==> src/rtl/fetch_unit.sv <==
// ============================================================================
// fetch_unit : PC / instruction-register stage feeding decode over valid/ready
// Revision   : 1.0
// ============================================================================
`default_nettype none

module fetch_unit #(
  parameter int                        BUS_WIDTH    = 8,
  parameter int                        OPCODE_WIDTH = 8,
  parameter logic [BUS_WIDTH-1:0]      RESET_PC     = '0,
  parameter logic [OPCODE_WIDTH-1:0]   HALT_OPCODE  = '1
) (
  input  logic                    clk,
  input  logic                    nrst,
  input  logic                    stall,
  input  logic                    redirect_en,
  input  logic [BUS_WIDTH-1:0]    redirect_addr,
  input  logic                    resume,
  output logic [BUS_WIDTH-1:0]    addr_instr,
  output logic                    mem_en,
  input  logic [OPCODE_WIDTH-1:0] opcode_in,
  output logic [OPCODE_WIDTH-1:0] ir_opcode,
  output logic [BUS_WIDTH-1:0]    ir_pc,
  output logic                    ir_valid,
  input  logic                    ir_ready,
  output logic                    halted
);

  localparam logic [1:0] S_BOOT   = 2'd0;
  localparam logic [1:0] S_RUN    = 2'd1;
  localparam logic [1:0] S_HALTED = 2'd2;

  logic [1:0]           state;
  logic [1:0]           state_nxt;
  logic [BUS_WIDTH-1:0] pc;
  logic                 fetch_go;

  // State register
  always_ff @(posedge clk or negedge nrst) begin
    if (!nrst) begin
      state <= S_BOOT;
    end else begin
      state <= state_nxt;
    end
  end

  // Next-state logic; a redirect always lands in RUN
  always_comb begin
    state_nxt = state;
    case (state)
      S_BOOT: begin
        state_nxt = S_RUN;
      end
      S_RUN: begin
        if (fetch_go && (opcode_in == HALT_OPCODE)) begin
          state_nxt = S_HALTED;
        end
      end
      S_HALTED: begin
        if (resume || redirect_en) begin
          state_nxt = S_RUN;
        end
      end
      default: begin
        state_nxt = S_BOOT;
      end
    endcase
  end

  // Output logic
  always_comb begin
    fetch_go = 1'b0;
    halted   = 1'b0;
    case (state)
      S_RUN: begin
        fetch_go = !stall && !redirect_en && (!ir_valid || ir_ready);
      end
      S_HALTED: begin
        halted = 1'b1;
      end
      default: begin
        fetch_go = 1'b0;
        halted   = 1'b0;
      end
    endcase
  end

  assign mem_en     = fetch_go;
  assign addr_instr = pc;

  // PC and IR datapath: redirect > fetch > drain > hold
  always_ff @(posedge clk or negedge nrst) begin
    if (!nrst) begin
      pc        <= RESET_PC;
      ir_opcode <= '0;
      ir_pc     <= '0;
      ir_valid  <= 1'b0;
    end else if (redirect_en) begin
      pc       <= redirect_addr;
      ir_valid <= 1'b0;
    end else if (fetch_go) begin
      ir_opcode <= opcode_in;
      ir_pc     <= pc;
      ir_valid  <= 1'b1;
      pc        <= pc + 1'b1;
    end else if (ir_valid && ir_ready) begin
      ir_valid <= 1'b0;
    end
  end

endmodule

`default_nettype wire

==> config.mk <==
export PLATFORM = sky130hd
export DESIGN_NAME = fetch_unit
export DESIGN_NICKNAME = d
export VERILOG_FILES = /design/src/rtl/fetch_unit.sv
export SDC_FILE = /design/constraint.sdc
export NUM_CORES = 1
export LEC_CHECK = 0
export BUFFER_PORTS_ARGS = -buffer_cell sky130_fd_sc_hd__buf_2
export CAP_MARGIN = 25
export CORE_ASPECT_RATIO = 1.2
export CORE_UTILIZATION = 40
export DETAILED_ROUTE_END_ITERATION = 16
export HOLD_SLACK_MARGIN = 0.08
export PLACE_DENSITY = 0.68
export SLEW_MARGIN = 20
export SYNTH_ARGS = -nofsm -noshare
export SYNTH_HDL_FRONTEND = slang
export SYNTH_SLANG_ARGS = --single-unit
==> constraint.sdc <==
create_clock -name clk -period 3.9 [get_ports clk]
set_clock_uncertainty 0.1 [all_clocks]
set_input_delay 0.39 -clock clk [delete_from_list [all_inputs] [get_ports clk]]
set_output_delay 0.39 -clock clk [all_outputs]
set_load 0.005 [all_outputs]
Yosys cells after proc, flatten, opt, wreduce, memory -nomap -nowiden
Index checks and enable logic that the tools add are counted.
- input bits: 22
- output and inout bits: 27
- flip-flop bits (word level): 27
- logic and storage cells: 36
- mux-type cells: 10
- bitwise gates (word level): 1
- add/sub/neg operators: 1
- reductions and logical operators: 14
- equality and inequality tests: 5
- operators with widths (kind ; number):
    $mux W8 ; 2
    $add A8 B1 Y8 const B ; 1
    $eq A8 B8 Y1 const B ; 1
    $pmux W2 S3 ; 1
    $mux W1 ; 5
    $logic_and A1 B1 Y1 ; 4
    $mux W2 ; 2
    $ne A2 B2 Y1 const B ; 2
    $reduce_and A2 Y1 ; 2
    $logic_not A1 Y1 ; 3
    $reduce_bool A3 Y1 ; 1
    $eq A2 B1 Y1 const B ; 1
    $eq A2 B2 Y1 const B ; 1
    $logic_not A2 Y1 ; 1
    $logic_or A1 B1 Y1 ; 2
    $reduce_bool A2 Y1 ; 1
    $not A1 Y1 ; 1

Longest topological paths before layout
- depth in word-level cells: 7
- gate-level depth with buffers: 6

Worst setup path after synthesis
OpenSTA, ideal clock, no wires.
- path kind: register -> register
- from: register state[1]
- to: register ir_opcode[6]
- path buffers: 2
- library setup time: 0.125 ns
- required time: 3.675 ns
- cell stages (with the launch flop): 6
- arrival time: 1.545 ns
- slack: 2.130 ns
- path through: dfrtp_1 -> or3b_4 -> nor3b_2 -> buf_6 -> buf_12 -> mux2_4
- word-level cells in the longest chain between the ends: 3
- RTL lines (what ; RTL line ; RTL):
    start, declared ; 33 ; logic [1:0] state;
    start signal, assigned ; 43 ; state <= state_nxt;
    $eq A2 B1 Y1 ; 74 ; case (state)
    $mux W1 ; 74 ;
    via mem_en ; 20 ; output logic mem_en,
    $reduce_and A2 Y1 (no source line) ; n/a ;
    end signal, assigned ; 102 ; ir_opcode <= opcode_in;
    end, declared ; 22 ; output logic [OPCODE_WIDTH-1:0] ir_opcode,
The timed path passes the listed nets, and every way through them passes these cells.
A chain may end at the register's enable or synchronous reset.

Worst setup path after layout
- from: register state[1]
- to: output mem_en
- word-level cells in the longest chain between the ends: 2
- RTL lines (what ; RTL line):
    $eq A2 B1 Y1 ; 74
    $mux W1 ; 74
    end, declared ; 20
Every way passes these cells.

==> flow_summary.json <==
{
  "status": "finished clean",
  "reg2regPathDepth": 4,
  "crit_chain": "or3b_4, nor3b_2, buf_4, buf_2",
  "drive_gt1_frac": 0.4899,
  "power.density_nw_per_um2": 398.5,
  "area_growth_pct": 22.67,
  "synth_area_leaders": "dfrtp_1 53%, mux2_2 8.9%, mux2_4 8.3%",
  "grt_max_degree": 28,
  "critPathLaunchType": "flip-flop",
  "final_cell_count_no_fill": 185,
  "multi_input_area_sq_um": 545.5,
  "ios": 49,
  "final_util": 0.5120,
  "coreArea_sq_um": 3028,
  "finalHoldViolCount": 0,
  "cts_made_buffers": 3,
  "wl_per_cell_um": 13.49,
  "critical_path_class": "reg -> out",
  "synth_area_leader_cell": "dfrtp_1",
  "drtPass1Iterations": 4,
  "cp.depth": 4,
  "cts.clk_slew.worst_paths_ns": 0.14,
  "dieArea_sq_um": 3389,
  "rr_endpoint": "ir_opcode[1]",
  "synthCells": 100,
  "synth-async-reset-ratio": 1.000,
  "fin_ws_ns": 1.610,
  "fill_cells": 290,
  "synth_edf_count": 0,
  "cts_max_level": 1,
  "worstSetupStartpoint": "state[1]",
  "gp_congestion": 0.7526,
  "port_buffers": 48,
  "ys_seq_area_frac": 0.5347,
  "drc_errors": 0,
  "rows": 22,
  "crit_buf_inv": 2,
  "power.leakage_nw": 0.7531,
  "die_x_um": 53.31,
  "slowest_delay_ns": 0.44,
  "cts_buffer_depth": 2,
  "first_global_vias": 922,
  "n_antenna_cell": 0,
  "cp_top_family": "simple AND/OR/NAND/NOR gates",
  "synth_nets": 123,
  "antenna_found_initial": 0,
  "synth.top_cell.area_share": 0.5347,
  "cp.required_ns": 3.41,
  "synthDistinctLibCells": 27,
  "cp-endpoint": "mem_en",
  "min_path_type": "in -> reg",
  "drtIter0Drc": 16,
  "seqCellArea_sq_um": 675.6,
  "max_freq_mhz": 436.7,
  "timing.rr.start": "state[1]",
  "max-slew-margin-rel": 0.6079,
  "grt_usage": 0.1599,
  "clkLatencyLatePin_ns": 0.32,
  "synth_warnings": 0,
  "ant_nets": 0,
  "drv_cap": 0,
  "crit_slowest_cell": "dfrtp_1",
  "fin_crit_sh": 0.5871,
  "dpl_cell_area_sq_um": 1514,
  "cts.sinks": 27,
  "vias_per_cell": 5.146,
  "crit_arrival_ns": 1.80,
  "final_nets": 173,
  "regToRegSetupSlack_ns": 2.02,
  "critical_path.max_fanout": 19,
  "setup_viol": 0,
  "hpwlAfterDp_um": 1828,
  "overflow": 0,
  "routed_wl_um": 2495,
  "min_period_ns": 2.290,
  "dp_slack_ns": 1.901,
  "cts_tree": "built",
  "ys_ff_latch": 27,
  "max_slew.worst_pin.slew_ns": 0.5882,
  "vdd.ir_drop.worst_v": 0.0002142,
  "hold-worst-slack_ns": 0.1640,
  "placedCellCount": 180,
  "cts_resized": 0,
  "postCtsSetupRepairBufs": 0,
  "drv_slew": 0,
  "die_y_um": 63.57,
  "avgSynthCellArea_sq_um": 12.64,
  "synth_flop_cell": "dfrtp_1",
  "stdcell_area_sq_um": 1550,
  "hold_depth": 3,
  "syn_area_sq_um": 1264,
  "grt_pass1_wl_um": 4015,
  "power_uw": 617.8,
  "root_buffer": "clkbuf_4",
  "start_util": 0.4174,
  "critPathCaptureType": "output port",
  "fin_setup_tns_ns": 0,
  "rsz0062_at_grt": "false",
  "vias": 952
}
[cell type report]
class | instances | area share
multi-input cells | 68 | 0.3519
well taps | 36 | 0.02906
repair buffers | 50 | 0.1663
clock buffers | 4 | 0.01695
flip-flops and latches | 27 | 0.4358
[worst register-to-register path, cell delays in order, from the launching register on]
cell     delay, ns
dfrtp_1       0.44
or3b_4        0.42
nor3b_2       0.16
buf_4         0.30
mux2_2        0.38
[how the worst min path moves through the flow]
| stage | start | endpoint | slack, ns |
|---|---|---|---|
| final | redirect_addr[1] | addr_instr[1] | 0.16 |
| after global routing | redirect_addr[4] | addr_instr[4] | 0.17 |
| after CTS | redirect_addr[1] | addr_instr[1] | 0.15 |
| after detailed placement | nrst | ir_opcode[7] | 0.34 |
| after global placement | nrst | ir_opcode[6] | 0.32 |
| after floorplan | nrst | addr_instr[0] | -0.006 |
[flip-flops by register name, indices dropped and copies added (netlist names)]
register    cells
ir_opcode       8
state           2
ir_valid        1
addr_instr      8
ir_pc           8
[report_power, final]
group / internal (mW) / switching (mW)
logic: 0.0867 / 0.0579
registers: 0.323 / 0.0318
clock network: 0.0400 / 0.0787
[repair_timing]
item                       CTS  global route
setup endpoints to repair    0             0
hold buffers                 1             0
hold endpoints to repair    27             0
[cell families after synthesis]
group,synth area share
adder cells (fa/ha/maj),0.009899
XOR/XNOR,0.03465
multiplexers,0.1802
flip-flops,0.5347
AND/OR/NAND/NOR,0.1584
buffers and inverters,0.03366
AO/OA/AOI/OAI,0.04852
[layer usage]
layer | vias to the layer above | global-route usage | wire length (um)
met5 | - | 0 | 0
met4 | 0 | 0.05921 | 23
met3 | 2 | 0.02174 | 71
met2 | 19 | 0.2547 | 1247
met1 | 473 | 0.2155 | 1152
li1 | 458 | - | -
[cell usage after synthesis, types with 2 or more instances]
| cell type | number |
|---|---|
| nor2_1 | 2 |
| mux2_4 | 7 |
| nand2_1 | 8 |
| dfrtp_1 | 27 |
| clkbuf_1 | 3 |
| nand3_1 | 5 |
| nand4_1 | 6 |
| or4_1 | 2 |
| nor3b_2 | 2 |
| xor2_1 | 4 |
| a21oi_1 | 2 |
| o21ai_0 | 7 |
| nor2b_1 | 2 |
| mux2_2 | 10 |
[layout by cell type (no fill, tap or decap), drive strengths merged, types with 2 or more instances in the layout]
cell type / synthesis / final
a21oi: 2 / 2
nand2: 8 / 8
xor2: 4 / 4
nor2b: 2 / 2
nor3b: 2 / 2
dfrtp: 27 / 27
nand4: 6 / 6
nand3: 5 / 5
mux2: 17 / 17
or4: 2 / 2
clkbuf: 3 / 4
nor2: 2 / 2
buf: 2 / 49
o21ai: 7 / 7
No activity file was read; power rests on OpenSTA's default activity.
